**config.mk**
```make
export PLATFORM = sky130hd
export DESIGN_NAME = enigma_rotor_ctrl
export DESIGN_NICKNAME = d
export VERILOG_FILES = /design/src/rtl/enigma_rotor_ctrl.sv
export SDC_FILE = /design/constraint.sdc
export NUM_CORES = 1
export LEC_CHECK = 0
export CAP_MARGIN = 15
export CORE_MARGIN = 3
export CORE_UTILIZATION = 40
export CTS_CLUSTER_SIZE = 14
export DETAILED_ROUTE_END_ITERATION = 10
export PLACE_DENSITY = 0.71
export SYNTH_ARGS = -nofsm -noshare
export SYNTH_HDL_FRONTEND = slang
export SYNTH_SLANG_ARGS = --single-unit
```
**constraint.sdc**
```tcl
create_clock -name clk_i -period 8.9 [get_ports clk_i]
set_input_delay 2.67 -clock clk_i [delete_from_list [all_inputs] [get_ports clk_i]]
set_output_delay 2.67 -clock clk_i [all_outputs]
set_load 0.02 [all_outputs]
```
**src/rtl/enigma_rotor_ctrl.sv**
```systemverilog
// Rotor-position controller for the enigma_1 pipeline: odometer/double-step rotor stepping,
// key loading, accepted-symbol counter and per-stage delayed position taps.
module enigma_rotor_ctrl #(
    parameter int R1_INIT_VALUE = 1,
    parameter int R2_INIT_VALUE = 1,
    parameter int R3_INIT_VALUE = 1,
    parameter int R1_NOTCH      = 22,
    parameter int R2_NOTCH      = 5,
    parameter int DOUBLE_STEP   = 1,
    parameter int LETTERS       = 26
) (
    input  logic            clk_i,
    input  logic            rst_i,
    input  logic            rotors_rst_i,
    input  logic            en_val_i,
    input  logic            load_i,
    input  logic [6:0]      load_r1_i,
    input  logic [6:0]      load_r2_i,
    input  logic [6:0]      load_r3_i,
    output logic [6:0]      r1_o,
    output logic [5:1][6:0] r1_d_o,
    output logic [6:0]      r2_o,
    output logic [4:1][6:0] r2_d_o,
    output logic [6:0]      r3_o,
    output logic [3:1][6:0] r3_d_o,
    output logic [15:0]     step_cnt_o
);

    localparam logic [6:0] R1_INIT   = R1_INIT_VALUE[6:0];
    localparam logic [6:0] R2_INIT   = R2_INIT_VALUE[6:0];
    localparam logic [6:0] R3_INIT   = R3_INIT_VALUE[6:0];
    localparam logic [6:0] R1_NOTCH_W = R1_NOTCH[6:0];
    localparam logic [6:0] R2_NOTCH_W = R2_NOTCH[6:0];
    localparam logic [6:0] LETTERS_W = LETTERS[6:0];
    localparam logic       DS_EN     = (DOUBLE_STEP != 0);

    function automatic logic [6:0] wrap_inc(input logic [6:0] p);
        return (p == LETTERS_W) ? 7'd1 : p + 7'd1;
    endfunction

    function automatic logic load_ok(input logic [6:0] v);
        return (v != 7'd0) && (v <= LETTERS_W);
    endfunction

    logic [6:0]  r1_q, r1_d;
    logic [6:0]  r2_q, r2_d;
    logic [6:0]  r3_q, r3_d;
    logic [15:0] cnt_q, cnt_d;

    logic c1;
    logic r2_at_notch;
    logic ds;

    assign c1          = (r1_q == R1_NOTCH_W);
    assign r2_at_notch = (r2_q == R2_NOTCH_W);
    assign ds          = DS_EN && r2_at_notch;

    always_comb begin
        r1_d  = r1_q;
        r2_d  = r2_q;
        r3_d  = r3_q;
        cnt_d = cnt_q;
        if (rotors_rst_i) begin
            r1_d  = R1_INIT;
            r2_d  = R2_INIT;
            r3_d  = R3_INIT;
            cnt_d = 16'd0;
        end else if (load_i) begin
            // Out-of-range key digits leave only that rotor untouched
            if (load_ok(load_r1_i)) r1_d = load_r1_i;
            if (load_ok(load_r2_i)) r2_d = load_r2_i;
            if (load_ok(load_r3_i)) r3_d = load_r3_i;
        end else if (en_val_i) begin
            r1_d  = wrap_inc(r1_q);
            if (c1 || ds)                 r2_d = wrap_inc(r2_q);
            if (ds || (c1 && r2_at_notch)) r3_d = wrap_inc(r3_q);
            cnt_d = cnt_q + 16'd1;
        end
    end

    always_ff @(posedge clk_i or posedge rst_i) begin
        if (rst_i) begin
            r1_q  <= R1_INIT;
            r2_q  <= R2_INIT;
            r3_q  <= R3_INIT;
            cnt_q <= 16'd0;
        end else begin
            r1_q  <= r1_d;
            r2_q  <= r2_d;
            r3_q  <= r3_d;
            cnt_q <= cnt_d;
        end
    end

    // Taps shift every cycle so tap k always matches pipeline stage k, idle or not
    logic [6:0] r1_dly_q [1:5];
    logic [6:0] r2_dly_q [1:4];
    logic [6:0] r3_dly_q [1:3];

    always_ff @(posedge clk_i or posedge rst_i) begin
        if (rst_i) begin
            for (int k = 1; k <= 5; k++) r1_dly_q[k] <= R1_INIT;
        end else begin
            r1_dly_q[1] <= r1_q;
            for (int k = 2; k <= 5; k++) r1_dly_q[k] <= r1_dly_q[k-1];
        end
    end

    always_ff @(posedge clk_i or posedge rst_i) begin
        if (rst_i) begin
            for (int k = 1; k <= 4; k++) r2_dly_q[k] <= R2_INIT;
        end else begin
            r2_dly_q[1] <= r2_q;
            for (int k = 2; k <= 4; k++) r2_dly_q[k] <= r2_dly_q[k-1];
        end
    end

    always_ff @(posedge clk_i or posedge rst_i) begin
        if (rst_i) begin
            for (int k = 1; k <= 3; k++) r3_dly_q[k] <= R3_INIT;
        end else begin
            r3_dly_q[1] <= r3_q;
            for (int k = 2; k <= 3; k++) r3_dly_q[k] <= r3_dly_q[k-1];
        end
    end

    for (genvar gi = 1; gi <= 5; gi++) begin : g_r1_tap
        assign r1_d_o[gi] = r1_dly_q[gi];
    end
    for (genvar gi = 1; gi <= 4; gi++) begin : g_r2_tap
        assign r2_d_o[gi] = r2_dly_q[gi];
    end
    for (genvar gi = 1; gi <= 3; gi++) begin : g_r3_tap
        assign r3_d_o[gi] = r3_dly_q[gi];
    end

    assign r1_o       = r1_q;
    assign r2_o       = r2_q;
    assign r3_o       = r3_q;
    assign step_cnt_o = cnt_q;

endmodule

```
==> reports/results.env <==
OUTCOME='finished, final reports clean'
SETUP-VIOLATIONS-FINAL=0
TOTAL_BUFFERS_AND_INVERTERS_TRAVERSED_BY_THE_CRITICAL_PATH=2
CTS_SETUP_BUFFERS=0
PERIOD_SHARE_PCT=52.0
SYNTH_LARGEST_AREA_CELL='sky130_fd_sc_hd__dfrtp_1'
SW_FRAC_OF_TOTAL_PCT=27.3
FIN_TOTAL_PWR_mW=1.55
POSTSYNTH.ASYNCRESETSHARE_PCT=100
HPWLAFTERDP_MM=7.94
CP_CELL_SEQUENCE='clkdlybuf4s50_1, inv_2, nor2_1, o31ai_2, nand2_4, mux2_1'
SYNTH_NETS=381
NUMBER_OF_ANTENNA_VIOLATIONS_AT_THE_FIRST_CHECK_IN_GLOBAL_ROUTING=0
ROOT_BUFFER='sky130_fd_sc_hd__clkbuf_8'
WORSTHOLDPATHTYPE='register to register'
NUMCTSBUFFERS=17
R2R_SLACK_NS=6.93
GRT_SETUP_UNREPAIRED='false'
CAP_VIOL_MAX_COUNT=0
WORSTREG2REGEND='r2_o[1]'
WORSTHOLDENDPOINT='r3_d_o[7]'
MAXCLOCKFREQUENCY_GHz=0.216
YOSYSUNIQUECELLTYPES=56
DRT_ITER0_DRC=135
CRITICAL_PATH_ARRIVAL_NS=5.01
ANTENNA-DIODE-COUNT=0
WORST_IR_DROP_VDD_uV=141
WORST-SLEW-PIN-TRANSITION_NS=1.03
GRT_MAX_DEGREE=88
CRITICAL_PATH.ENDPOINT_TYPE='register'
DRIVE_ABOVE_1_SHARE_PCT=12.3
MAX_STAGE_DELAY_NS=0.91
CLK_PATH_BUF_DEPTH=2
GRT-OVFL-TOTAL=0
COREAREA_SQ_MM=0.0106
MIN_DELAY_PATH_DEPTH=0
FRACTION_OF_THE_YOSYS_AREA_TAKEN_BY_SEQUENTIAL_CELLS_PCT=68.2
BOUNDARYPINS=147
ROW_COUNT=37
DETAIL_ROUTE.WIRELENGTH_MM=11.0
CRITICAL_PATH_PEAK_FANOUT=18
AREA_FRACTION_OF_THE_DOMINANT_CELL_TYPE_AFTER_SYNTHESIS_PCT=59.4
DETAILROUTE.VIA_COUNT=3387
CTS.HOLD.BUFFERS_ADDED=0
POWER_FRAC_COMB_PCT=15.1
CRITICAL_PATH.STARTPOINT_TYPE='primary input'
POST_SYNTH_MAIN_AREA_CONTRIBUTORS='sky130_fd_sc_hd__dfrtp_1, sky130_fd_sc_hd__dfstp_2, sky130_fd_sc_hd__nor2_1'
VIAS_IN_THE_FIRST_GLOBAL_ROUTE=3408
DIE_WIDTH_UM=112
YS_SEQ_ELEMENTS=121
DP_CELLS=623
GRT_PASS1_WL_MM=17.9
WORSTHOLDSTART='r3_d_o[0]'
CRITICAL-PATH-TOP-DELAY-FAMILY='buffers and inverters'
DRTANTENNAVIOLNETS=0
DIE_AREA_SQ_MM=0.0125
FP.DIEH_UM=112
CLK_PIN_SLEW_WORST_PATHS_NS=0.06
DRT-VIAS-PER-INSTANCE=5.17
FLOW.AREA_GROWTH_FROM_SYNTHESIS_PCT=49.1
FINALCLOCKSKEW_NS=0.00826
POSTSYNTH.TOPFLOPCELL='sky130_fd_sc_hd__dfrtp_1'
SYNTH.YOSYS.WARNINGS=0
REG2REG_DEPTH=7
FINAL_PERIOD_MINUS_WORST_SETUP_SLACK_NS=4.63
FINALWEIGHTEDCONGESTION=0.854
POWER_DENSITY_mW_PER_MM2=232
LIBRARY_CELL_WITH_THE_HIGHEST_INSTANCE_COUNT_AFTER_SYNTHESIS='sky130_fd_sc_hd__dfrtp_1'
SYN_AREA_SQ_MM=0.00447
CRITICALPATHCATEGORY='primary input to register'
WL_PER_CELL_UM=16.7
STATIC-LEAKAGE-POWER_nW=2.83
CP_DATA_REQUIRED_TIME_NS=9.28
SYNTH_ENABLE_FLOP_CELLS=0
CLKLATENCYLATEPIN_NS=0.50
CTS_TREE='yes'
MAXSLEWHEADROOM_PCT=31.6
NETS=540
POWER.SEQUENTIAL.FRACTION_PCT=41.6
P_SW_mW=0.422
POST-ROUTE-WORST-SETUP-SLACK_NS=4.27
FINALMAXSLEWVIOLATIONS=0
POWER_FRAC_CLOCK_PCT=43.4
PLACEMENT.IO_BUFFERS=146
INSTANCES_NO_FILL=655
SETUP_TOTAL_NEGATIVE_SLACK_NS=0
NUMCLOCKSINKS=121
POST_CTS.RESIZED_INSTANCES=0
DETAILEDROUTE.FIRSTPASSITERATIONCOUNT=4
POST_SYNTH_INST_COUNT=347
SYN_AREA_PER_CELL_SQ_UM=12.9
CRITICAL_PATH.REG2REG.STARTPOINT='r1_o[0]'
TIMING_HOLD_VIOLATIONS_FINAL=0
PRE_CTS_SLACK_NS=3.80
MOST_COMMON_LIBRARY_CELLS_AFTER_SYNTHESIS='sky130_fd_sc_hd__dfrtp_1, sky130_fd_sc_hd__nor2_1, sky130_fd_sc_hd__nand2_1'
POWER.INTERNAL_mW=1.12
GRT_UTIL_ALL_LAYERS_PCT=17.9
DRT_DRC_VIOLATIONS_LEFT=0
HTREE_NUM_LEVELS=4
SLOWEST_STAGE='sky130_fd_sc_hd__clkdlybuf4s50_1'
START_UTIL_PCT=42.1
[worst max-delay path by stage]
stage                  to  slack [ns]  cells past startpoint    from
2_1_floorplan  r1_d_o[10]        3.04                      1   rst_i
3_3_place_gp      r2_o[1]        3.86                      6  load_i
3_5_place_dp      r2_o[1]        3.80                      6  load_i
4_1_cts           r2_o[1]        4.35                      6  load_i
5_1_grt           r2_o[1]        4.15                      6  load_i
6_report          r2_o[1]        4.27                      6  load_i
[routing by layer]
metal  global-route usage, %  vias up  part of all wire, %
li1                        -     1564                    -
met2                    28.1      129                   48
met3                    5.27       12                  6.3
met4                    7.22        0                  1.4
met1                    23.4     1682                   45
met5                       0        -                    0
[final cells by class]
type | instances | area [sq um]
clock buffer | 18 | 428
clock inverter | 14 | 160
fill | 845 | 3940
inverter | 11 | 43.8
multi-input combinational | 207 | 1340
sequential | 121 | 3050
tap | 136 | 170
timing repair buffer | 148 | 1480
[sequential cells by signal, summed over array words and instances, names as in the netlist]
register and flops:
r1_o 7, r2_d_o 28, r3_d_o 21, r1_d_o 35
r3_o 7, step_cnt_o 16, r2_o 7
[cells by family after synthesis]
| logic type | synth area share (%) |
|---|---|
| buf+inv | 1.90 |
| flops | 68.2 |
| simple gates | 13.7 |
| mux | 0.952 |
| compound gates | 10.5 |
| fa+ha+maj | 2.24 |
| xor+xnor | 2.55 |
[stage by stage]
| step | hold slack [ns] | area, sq um | utilization (%) |
|---|---|---|---|
| 3_5_place_dp | 0.357 | 6070 | 57.3 |
| 3_3_place_gp | 0.355 | 6070 | 57.3 |
| 4_1_cts | 0.364 | 6660 | 62.8 |
| 6_report | 0.364 | 6660 | 62.8 |
| 2_1_floorplan | 0.401 | 4470 | - |
| 5_1_grt | 0.370 | 6660 | 62.8 |
[layout by cell type, fill, tap and decap left out, types with 3 or more instances in the layout]
| master | instances |
|---|---|
| sky130_fd_sc_hd__inv_6 | 5 |
| sky130_fd_sc_hd__clkdlybuf4s50_1 | 146 |
| sky130_fd_sc_hd__dfrtp_1 | 106 |
| sky130_fd_sc_hd__or3_1 | 7 |
| sky130_fd_sc_hd__o21ai_0 | 10 |
| sky130_fd_sc_hd__inv_1 | 9 |
| sky130_fd_sc_hd__o21ai_1 | 14 |
| sky130_fd_sc_hd__nor2_1 | 29 |
| sky130_fd_sc_hd__or4_1 | 6 |
| sky130_fd_sc_hd__o22ai_1 | 4 |
| sky130_fd_sc_hd__clkinvlp_4 | 3 |
| sky130_fd_sc_hd__o2bb2ai_1 | 3 |
| sky130_fd_sc_hd__clkbuf_16 | 16 |
| sky130_fd_sc_hd__a21oi_1 | 15 |
| sky130_fd_sc_hd__and3_1 | 3 |
| sky130_fd_sc_hd__nor2b_1 | 5 |
| sky130_fd_sc_hd__nor3_1 | 9 |
| sky130_fd_sc_hd__dfstp_2 | 15 |
| sky130_fd_sc_hd__and4_1 | 3 |
| sky130_fd_sc_hd__ha_1 | 8 |
| sky130_fd_sc_hd__nand2b_1 | 3 |
| sky130_fd_sc_hd__xnor2_1 | 10 |
| sky130_fd_sc_hd__xor2_1 | 3 |
| sky130_fd_sc_hd__nand3_1 | 15 |
| sky130_fd_sc_hd__nand2_1 | 20 |
| sky130_fd_sc_hd__o31ai_1 | 3 |
| sky130_fd_sc_hd__nor3b_1 | 3 |
[worst reg2reg max path: cells and delay by family (launching register included)]
kind          cells  cell delay (ns)
simple gates      4             0.64
fa+ha+maj         1             0.20
mux               1             0.33
flops             1             0.61
buf+inv           1             0.08
[power groups by stage]
stage                     clock network (mW)  logic, mW  registers [mW]
after floorplan                            0     0.0501           0.703
after global placement                     0      0.234           0.648
after detailed placement                   0      0.235           0.652
after CTS                              0.683      0.236           0.644
after global routing                   0.715      0.247           0.650
final                                  0.670      0.233           0.642
No activity file was read; power rests on OpenSTA's default activity.
